`src/rtl/wb_trace_buffer.sv`:
```
// Write-back trace buffer: captures {dest reg, result, cycle stamp} into a FIFO
// drained by a debug consumer. Supports R0 filtering, stop or overwrite on full, and a drop counter.
module wb_trace_buffer #(
  parameter int DATA_W  = 32,
  parameter int ADDR_W  = 5,
  parameter int DEPTH   = 16,
  parameter int STAMP_W = 16,
  parameter int KEEP_R0 = 0
) (
  input  logic                     clk,
  input  logic                     rst,
  input  logic                     i_enable,
  input  logic                     i_mode,
  input  logic                     i_clear,
  input  logic                     i_wb_valid,
  input  logic [ADDR_W-1:0]        i_wb_addr,
  input  logic [DATA_W-1:0]        i_wb_data,
  input  logic                     i_ready,
  output logic                     o_valid,
  output logic [ADDR_W-1:0]        o_addr,
  output logic [DATA_W-1:0]        o_data,
  output logic [STAMP_W-1:0]       o_stamp,
  output logic [$clog2(DEPTH):0]   o_count,
  output logic                     o_full,
  output logic [15:0]              o_dropped
);

  localparam int PTR_W = $clog2(DEPTH);
  localparam int CNT_W = PTR_W + 1;

  logic [ADDR_W-1:0]  mem_addr  [DEPTH];
  logic [DATA_W-1:0]  mem_data  [DEPTH];
  logic [STAMP_W-1:0] mem_stamp [DEPTH];

  logic [PTR_W-1:0]   wr_ptr, rd_ptr;
  logic [CNT_W-1:0]   count;
  logic [15:0]        dropped;
  logic [STAMP_W-1:0] stamp;

  logic cap, pop, full;
  logic do_write, do_adv, do_drop;

  assign full = (count == CNT_W'(DEPTH));
  assign pop  = (count != '0) & i_ready;
  assign cap  = i_wb_valid & i_enable & ((KEEP_R0 != 0) | (i_wb_addr != '0));

  // Overwrite on full is a write plus a read-pointer advance, so count holds at DEPTH.
  always_comb begin
    do_write = 1'b0;
    do_adv   = 1'b0;
    do_drop  = 1'b0;
    if (!full || pop) begin
      do_write = cap;
      do_adv   = pop;
    end else if (cap) begin
      do_drop  = 1'b1;
      do_write = i_mode;
      do_adv   = i_mode;
    end
  end

  always_ff @(posedge clk) begin
    if (rst) begin
      stamp   <= '0;
      wr_ptr  <= '0;
      rd_ptr  <= '0;
      count   <= '0;
      dropped <= '0;
      for (int i = 0; i < DEPTH; i++) begin
        mem_addr[i]  <= '0;
        mem_data[i]  <= '0;
        mem_stamp[i] <= '0;
      end
    end else begin
      stamp <= stamp + 1'b1;
      if (i_clear) begin
        wr_ptr  <= '0;
        rd_ptr  <= '0;
        count   <= '0;
        dropped <= '0;
      end else begin
        if (do_write) begin
          mem_addr[wr_ptr]  <= i_wb_addr;
          mem_data[wr_ptr]  <= i_wb_data;
          mem_stamp[wr_ptr] <= stamp;
          wr_ptr            <= wr_ptr + 1'b1;
        end
        if (do_adv) rd_ptr <= rd_ptr + 1'b1;
        if (do_write && !do_adv)      count <= count + 1'b1;
        else if (!do_write && do_adv) count <= count - 1'b1;
        if (do_drop && dropped != 16'hFFFF) dropped <= dropped + 1'b1;
      end
    end
  end

  assign o_valid   = (count != '0);
  assign o_addr    = mem_addr[rd_ptr];
  assign o_data    = mem_data[rd_ptr];
  assign o_stamp   = mem_stamp[rd_ptr];
  assign o_count   = count;
  assign o_full    = full;
  assign o_dropped = dropped;

endmodule

```
`config.mk`:
```
export PLATFORM = sky130hd
export DESIGN_NAME = wb_trace_buffer
export DESIGN_NICKNAME = d
export VERILOG_FILES = /design/src/rtl/wb_trace_buffer.sv
export SDC_FILE = /design/constraint.sdc
export NUM_CORES = 1
export LEC_CHECK = 0
export ABC_CLOCK_PERIOD_IN_PS = 3650
export CAP_MARGIN = 5
export CORE_ASPECT_RATIO = 2
export CORE_MARGIN = 2
export CORE_UTILIZATION = 35
export CTS_CLUSTER_DIAMETER = 200
export DETAILED_ROUTE_END_ITERATION = 10
export GPL_ROUTABILITY_DRIVEN = 0
export SLEW_MARGIN = 20
export SYNTH_ARGS = -nofsm -noshare
export SYNTH_HDL_FRONTEND = slang
export SYNTH_SLANG_ARGS = --single-unit
```
`constraint.sdc`:
```
create_clock -name clk -period 3.65 [get_ports clk]
set_clock_uncertainty 0.05 [all_clocks]
set_input_delay 0.73 -clock clk [delete_from_list [all_inputs] [get_ports clk]]
set_output_delay 0.73 -clock clk [all_outputs]
set_load 0.005 [all_outputs]
```
==> flow_summary.rst, run 1 <==
.. list-table::
   :header-rows: 1

   * - Metric
     - Value
   * - Clock power share
     - 38.9%
   * - Global-route layer with the greatest usage
     - met2
   * - # DRC
     - 0
   * - Worst setup EP type
     - output pin
   * - Global-route wire length before repair
     - 164000 microns
   * - Met2 track utilization from global routing
     - 36.7%
   * - Violations in the final reports
     - setup timing
   * - Critical path class
     - reg -> out
   * - Maximum fanout count along the critical path
     - 5
   * - Power density over the cells
     - 483 nW/um^2
   * - Cell Count, Final, Fillers Out
     - 4430
   * - Most common cell after layout, fill and taps aside
     - nor2_1
   * - Y dimension of the die
     - 476 microns
   * - Die area
     - 114000 sq um
   * - #FFs+latches synth
     - 897
   * - Multiplexer share of the synthesized area
     - 15.4%
   * - Initial antenna violation count
     - 6
   * - Ordered cell list for the critical path
     - buf_12, buf_12, buf_12, buf_16, buf_12, mux4_2, mux4_2, buf_2
   * - Final routed wirelength across all metal layers
     - 113000 microns
   * - Area of the placeable core
     - 111000 sq um
   * - Global routing met1 resource utilization
     - 23.3%
   * - Proportion of layout cells with a drive suffix above 1
     - 23.7%
   * - Post-synthesis instance area
     - 39000 sq um
   * - Number of placed instances, taps included
     - 4202
   * - Least-Margin Pin Slew
     - 757 ps
   * - Number of buffers between clock root and the deepest sink
     - 3
   * - Number of nets in the finished design
     - 2932
   * - Leakage
     - 15.3 nW
   * - Result of the run
     - complete, but fails checks
   * - Total via count after detailed routing
     - 23600
   * - Sequential share of power
     - 51.1%
   * - Fraction of registers with async set/reset
     - 0%
   * - Slew headroom
     - 49.4%
   * - Comb power frac
     - 9.9%
   * - Worst setup margin
     - -4.13 ps
   * - Final ANT Viol Nets
     - 0
   * - Number of setup violations in the final report
     - 2
   * - Complex-gate fraction of the synthesized area
     - 1.05%
   * - Tmin final
     - 3650 ps
   * - Number of flops mapped to enable cells by yosys
     - 848
   * - Master cell of the clock root buffer
     - clkbuf_16
   * - Yosys warning count
     - 0
   * - Kind of launch point of the worst setup path
     - flip-flop
   * - Class of the tightest hold or removal check
     - in -> reg
   * - Basic-gate share of the synthesized area counting and, or, nand and nor cells
     - 11.8%
   * - Worst Path Buf+Inv
     - 6
   * - Average wire per standard cell
     - 25.5 microns
   * - Net Switching
     - 5.15 mW
   * - Max rail drop VDD
     - 0.000308 V
   * - Max Slew Vio Count
     - 0
   * - Maximum number of pins on one net before global-route repair
     - 70
   * - Post-DP HPWL
     - 67800 microns
   * - Vias in the first global route
     - 24900
   * - CTS Sinks
     - 897
   * - Sequential-to-total area share from yosys stat
     - 67.9%
   * - Count of input and output buffers
     - 119
   * - Count of fill cells added during filler insertion
     - 10100
   * - Switching Share
     - 22.6%
   * - Total nets after synthesis
     - 2706
   * - Share of synthesized cell area in full adder, half adder and majority cells
     - 0.405%
   * - Commonest cells after routing, fill and taps aside
     - nor2_1, edfxtp_1, mux4_2, nand2_1, buf_12
   * - Most common flop cell mapped by yosys
     - edfxtp_1
   * - Maxcap violations
     - 0
   * - TritonCTS clock tree
     - built
   * - Width of the die
     - 240 microns
   * - Initial core utilization
     - 35.1%
   * - Via/cell ratio
     - 5.32
   * - Final Hold Vio Count
     - 0
   * - Max Clock Freq
     - 274 MHz
   * - I/O pin count
     - 120
   * - Met3 Usage GRT
     - 3.52%
   * - Area share of xor/xnor cells in the synthesized design
     - 0.697%
   * - Area growth from synthesis to final layout
     - 21.1%
   * - All-Layer GR Usage
     - 20.1%
   * - Average instance area after synthesis
     - 14.7 sq um
   * - Arr. time, crit path
     - 2870 ps
   * - FP Rows
     - 173
   * - Multi-input gate area
     - 11600 sq um
   * - Dominant combinational cell family by area after synthesis
     - multiplexers
   * - Top cell family by delay on the critical path
     - multiplexers
   * - Crit share post-route
     - 100%
   * - Data required time of the worst path
     - 2870 ps
   * - Maximum level of the CTS H-tree
     - 3
   * - RSZ-0062 raised after global routing
     - true
   * - Num CTS Buffers
     - 81
   * - Hold_buf cts
     - 0
   * - Most used cell, CP
     - buf_12
   * - Worst-Skew Late Latency
     - 670 ps
   * - Cell variety after synth
     - 48
   * - Leftover overflow at the end of global routing
     - 0
   * - Maximum cell stage delay along the critical path
     - 490 ps
   * - Clock slew at the register clock pins of the worst setup and hold paths
     - 70 ps
   * - Sequential cell area
     - 26500 sq um
   * - Internal portion of total power
     - 17.7 mW
   * - Worst hold-check slack
     - 402 ps
   * - Standard cell with the maximum stage delay on the critical path
     - mux4_2
   * - Count of TritonRoute iterations in the first routing pass
     - 7
   * - Drt first-iter violations
     - 2235
   * - Synthesized netlist cell count
     - 2650
worst reg2reg max path, delay by kind of cell, from the launching register on:
kind	cells	cell delay, ps
fa+ha+maj	2	630
simple gates	3	970
flops	1	400
xor+xnor	1	100
compound gates	4	660
buf+inv	1	90
synthesized netlist by cell type, types with 4 or more instances:
cell	number	share of area (%)
a211oi_1	4	0.077
a21o_1	14	0.27
a21oi_1	9	0.12
a41o_1	6	0.15
and2_1	5	0.080
and3_1	10	0.16
buf_1	9	0.087
buf_2	87	1.1
buf_6	20	0.58
clkbuf_1	84	0.81
dfxtp_1	49	2.5
edfxtp_1	848	65
ha_1	11	0.35
inv_1	8	0.077
mux2i_1	5	0.13
mux4_2	265	15
nand2_1	225	2.2
nand3_1	12	0.15
nand4_1	9	0.14
nor2_1	892	8.6
nor3_1	4	0.051
o21ai_0	5	0.064
or3_1	4	0.064
xnor2_1	20	0.45
xor2_1	11	0.25
registers in the layout (all words and copies together) (netlist names), named ones only:
| name | cells |
|---|---|
| mem_data | 512 |
| stamp | 16 |
| wr_ptr | 4 |
| mem_stamp | 256 |
| mem_addr | 80 |
| rd_ptr | 4 |
| o_dropped | 16 |
| o_count | 5 |
power groups by stage:
stage	clock network (mW)	registers, mW	logic, mW
floorplan	0	11.9	1.02
global placement	0	11.9	1.93
detailed placement	0	11.9	1.93
CTS	9.01	11.7	2.29
global route	9.36	11.7	2.38
finish	8.88	11.7	2.26
what timing repair did:
action / CTS / global route
resized for setup: 230 / 19
cloned: 15 / 0
buffers inserted: 59 / 8
setup endpoints to repair: 53 / 34
layer usage:
layer / wire [microns] / vias up
met4: 4520 / 10
met2: 60300 / 906
met1: 40700 / 12200
met3: 7450 / 242
li1: - / 10200
met5: 57 / -
logic make-up after synthesis:
group / after synthesis
multiplexers: 270
flip-flops: 897
adder cells (fa/ha/maj): 12
XOR/XNOR: 31
AND/OR/NAND/NOR: 1179
AO/OA/AOI/OAI: 52
buffers and inverters: 209
area by class of cell:
class	count	area share (%)
repair buffers	344	9.46
clock buffers	100	4.63
flip-flops and latches	897	56.1
diodes	1	0.00530
multi-input cells	1544	24.7
inverters	8	0.0637
clock inverters	49	1.12
well taps	1487	3.94
stage by stage:
stage | total power [mW] | setup TNS [ps] | util, % | cell area (sq um) | worst slack [ps]
CTS | 23.0 | -1750 | 42.5 | 47100 | -101
global placement | 13.8 | -750 | 39.0 | 43200 | -472
global route | 23.4 | -484 | 42.6 | 47200 | -72.4
floorplan | 12.9 | 0 | - | 39000 | 190
detailed placement | 13.8 | -702 | 39.0 | 43200 | -414
finish | 22.8 | -4.94 | 42.6 | 47200 | -4.13
final timing paths:
check,startpoint,endpoint,slack [ps],cells after the start
worst max-delay path,flip-flop,o_addr[2],-4,8
worst min register to register,rd_ptr[3]$_SDFFE_PP0N_,flip-flop,450,2
worst max register to register,o_count[0]$_SDFFE_PP0P_,o_count[4]$_SDFFE_PP0P_,700,11
worst min-delay path,rst,wr_ptr[3]$_SDFFE_PP0N_,400,3
Note: power is estimated with default switching activity, not from simulation.
==> inputs of run 2 (changes only) <==
--- a/config.mk
+++ b/config.mk
@@ -12,7 +12,6 @@
 export CORE_UTILIZATION = 35
 export CTS_CLUSTER_DIAMETER = 200
 export DETAILED_ROUTE_END_ITERATION = 10
-export GPL_ROUTABILITY_DRIVEN = 0
 export SLEW_MARGIN = 20
 export SYNTH_ARGS = -nofsm -noshare
 export SYNTH_HDL_FRONTEND = slang
==> results of run 2 <==
The final DEF is identical to that of run 1; final timing and power are the same.
==> inputs of run 3 (changes only) <==
--- a/config.mk
+++ b/config.mk
@@ -12,7 +12,7 @@
 export CORE_UTILIZATION = 35
 export CTS_CLUSTER_DIAMETER = 200
 export DETAILED_ROUTE_END_ITERATION = 10
-export SLEW_MARGIN = 20
+export MAX_ROUTING_LAYER = met4
 export SYNTH_ARGS = -nofsm -noshare
 export SYNTH_HDL_FRONTEND = slang
 export SYNTH_SLANG_ARGS = --single-unit
==> flow_summary.rst, run 3 (synthesized netlist as in run 1, its figures left out) <==
.. list-table::
   :header-rows: 1

   * - Metric
     - Value
   * - Num CTS Buffers
     - 81 (unchanged)
   * - Area of the placeable core
     - 111000 sq um (unchanged)
   * - Register ranked first by flip-flop count
     - mem_data
   * - Max rail drop VDD
     - 0.000309 V (+0.20%)
   * - Least-Margin Pin Slew
     - 767 ps (+10.1 ps)
   * - Hold_buf cts
     - 0 (unchanged)
   * - Via/cell ratio
     - 5.29 (-0.43%)
   * - Worst hold-check slack
     - 399 ps (-3.22 ps)
   * - Sum of routed wire segments on met1
     - 41000 microns (+0.73%)
   * - Global-route wire length before repair
     - 164000 microns (about the same)
   * - Vias in the first global route
     - 24900 (-0.052%)
   * - Die area
     - 114000 sq um (unchanged)
   * - Max Clock Freq
     - 273 MHz (-0.15%)
   * - Worst setup EP type
     - output pin
   * - Proportion of layout cells with a drive suffix above 1
     - 23.7% (unchanged)
   * - All-Layer GR Usage
     - 20.7% (+0.61 points)
   * - Maximum number of pins on one net before global-route repair
     - 70 (unchanged)
   * - Number of setup violations in the final report
     - 1 (-1)
   * - FP Rows
     - 173 (unchanged)
   * - Maximum cell stage delay along the critical path
     - 500 ps (about the same)
   * - Total length of routed met2 wires
     - 60300 microns (about the same)
   * - Final estimated routing congestion in global placement
     - 0.779
   * - RSZ-0062 raised after global routing
     - true
   * - Maximum level of the CTS H-tree
     - 3 (unchanged)
   * - # DRC
     - 0 (unchanged)
   * - Slew headroom
     - 48.8% (-0.67 points)
   * - Final routed wirelength across all metal layers
     - 113000 microns (about the same)
   * - Commonest cells after routing, fill and taps aside
     - nor2_1, edfxtp_1, mux4_2, nand2_1, buf_12
   * - Total via count after detailed routing
     - 23500 (-0.31%)
   * - Post-layout total power
     - 22.8 mW (about the same)
   * - Most used cell, CP
     - buf_12
   * - Met3 layer wire length in the routed design
     - 7240 microns (-2.8%)
   * - Registers with the most flip-flops
     - mem_data: 512 flops, mem_stamp: 256 flops, mem_addr: 80 flops
   * - Count of TritonRoute iterations in the first routing pass
     - 5 (-2)
   * - Count of input and output buffers
     - 119 (unchanged)
   * - Crit share post-route
     - 100% (+0.15 points)
   * - Standard cell with the maximum stage delay on the critical path
     - mux4_2
   * - Clock slew at the register clock pins of the worst setup and hold paths
     - 70 ps (about the same)
   * - CTS Sinks
     - 897 (unchanged)
   * - Maximum fanout count along the critical path
     - 5 (unchanged)
   * - Tmin final
     - 3660 ps (+5.31 ps)
   * - Number of placed instances, taps included
     - 4202 (unchanged)
   * - Top layer used by detailed routing
     - met4
   * - Class of the tightest hold or removal check
     - in -> reg
   * - Number of buffers between clock root and the deepest sink
     - 3 (unchanged)
   * - Kind of launch point of the worst setup path
     - flip-flop
   * - Initial core utilization
     - 35.1% (unchanged)
   * - TritonCTS clock tree
     - built
   * - Max FFs per register
     - 512 (unchanged)
   * - Power density over the cells
     - 484 nW/um^2 (about the same)
   * - Final ANT Viol Nets
     - 0 (unchanged)
   * - Violations in the final reports
     - setup timing
   * - I/O pin count
     - 120 (unchanged)
   * - Post-DP HPWL
     - 67800 microns (unchanged)
   * - Leftover overflow at the end of global routing
     - 0 (unchanged)
   * - Area growth from synthesis to final layout
     - 21.1% (about the same)
   * - Worst-Skew Late Latency
     - 670 ps (about the same)
   * - Drt first-iter violations
     - 2216 (-0.85%)
   * - Max Slew Vio Count
     - 0 (unchanged)
   * - Maxcap violations
     - 0 (unchanged)
   * - Ordered cell list for the critical path
     - buf_12, buf_12, buf_12, buf_16, buf_12, mux4_2, mux4_2, buf_2
   * - Final Hold Vio Count
     - 0 (unchanged)
   * - Cell Count, Final, Fillers Out
     - 4435 (+0.11%)
   * - Data required time of the worst path
     - 2870 ps (about the same)
   * - Fraction of the core area covered by cells at the end of the flow
     - 42.6% (about the same)
   * - Leakage
     - 15.3 nW (unchanged)
   * - Width of the die
     - 240 microns (unchanged)
   * - Number of nets in the finished design
     - 2932 (unchanged)
   * - Initial antenna violation count
     - 6 (unchanged)
   * - Top cell family by delay on the critical path
     - multiplexers
   * - Critical path class
     - reg -> out
   * - Arr. time, crit path
     - 2880 ps (about the same)
   * - Y dimension of the die
     - 476 microns (unchanged)
   * - Result of the run
     - complete, but fails checks
   * - Most common cell after layout, fill and taps aside
     - nor2_1
   * - Master cell of the clock root buffer
     - clkbuf_16
   * - Worst setup margin
     - -9.43 ps (-5.31 ps)
   * - Worst Path Buf+Inv
     - 6 (unchanged)
   * - Average wire per standard cell
     - 25.5 microns (-0.18%)
   * - Pre-CTS worst setup slack
     - -414 ps (unchanged)
run 3: cell count changes in the layout (fill, tap and decap cells not counted):
cell,change
diode_2,+5
run 3: timing repair:
action | 4_1_cts | 5_1_grt
cloned | 15 | 0
setup buffers | 59 | 8
resized for setup | 230 | 19
setup endpoints to repair | 53 | 34
run 3: final timing paths:
kind                                              start  cells past startpoint  slack (ps)                      end
worst min register to register   rd_ptr[3]$_SDFFE_PP0N_                      2         440                flip-flop
worst max-delay path                          flip-flop                      8          -9                o_addr[3]
worst min-delay path                                rst                      3         400   wr_ptr[3]$_SDFFE_PP0N_
worst max register to register  o_count[0]$_SDFFE_PP0P_                     11         680  o_count[4]$_SDFFE_PP0P_
run 3: worst register-to-register path, delay by kind of cell (launching register included):
kind,cells,cell delay (ps)
xor+xnor,1,100
simple gates,3,980
flops,1,400
buf+inv,1,90
fa+ha+maj,2,630
compound gates,4,670
run 3: per-layer routing:
metal | vias to the layer above | track usage, %
met4 | 0 | 8.17
met5 | - | -
li1 | 10200 | -
met3 | 230 | 3.50
met2 | 886 | 36.6
met1 | 12200 | 23.3
run 3: per-stage QoR:
| step | TNS (ps) | area (sq um) |
|---|---|---|
| floorplan | 0 | 39000 |
| global placement | -750 | 43200 |
| detailed placement | -702 | 43200 |
| CTS | -1750 | 47100 |
| global route | -491 | 47200 |
| finish | -9.43 | 47200 |
run 3: final cells by class:
| class | count | area, sq um |
|---|---|---|
| Antenna cell | 6 | 15.0 |
| Fill cell | 10100 | 63600 |
| Tap cell | 1487 | 1860 |
| Sequential cell | 897 | 26500 |
| Multi-Input combinational cell | 1544 | 11600 |
| Clock inverter | 49 | 531 |
| Timing Repair Buffer | 344 | 4460 |
| Clock buffer | 100 | 2180 |
| Inverter | 8 | 30.0 |
run 3: power breakdown:
group	internal, mW	switching [mW]
registers	11.6	0.114
clock network	4.93	3.97
logic	1.17	1.09
total	17.7	5.17
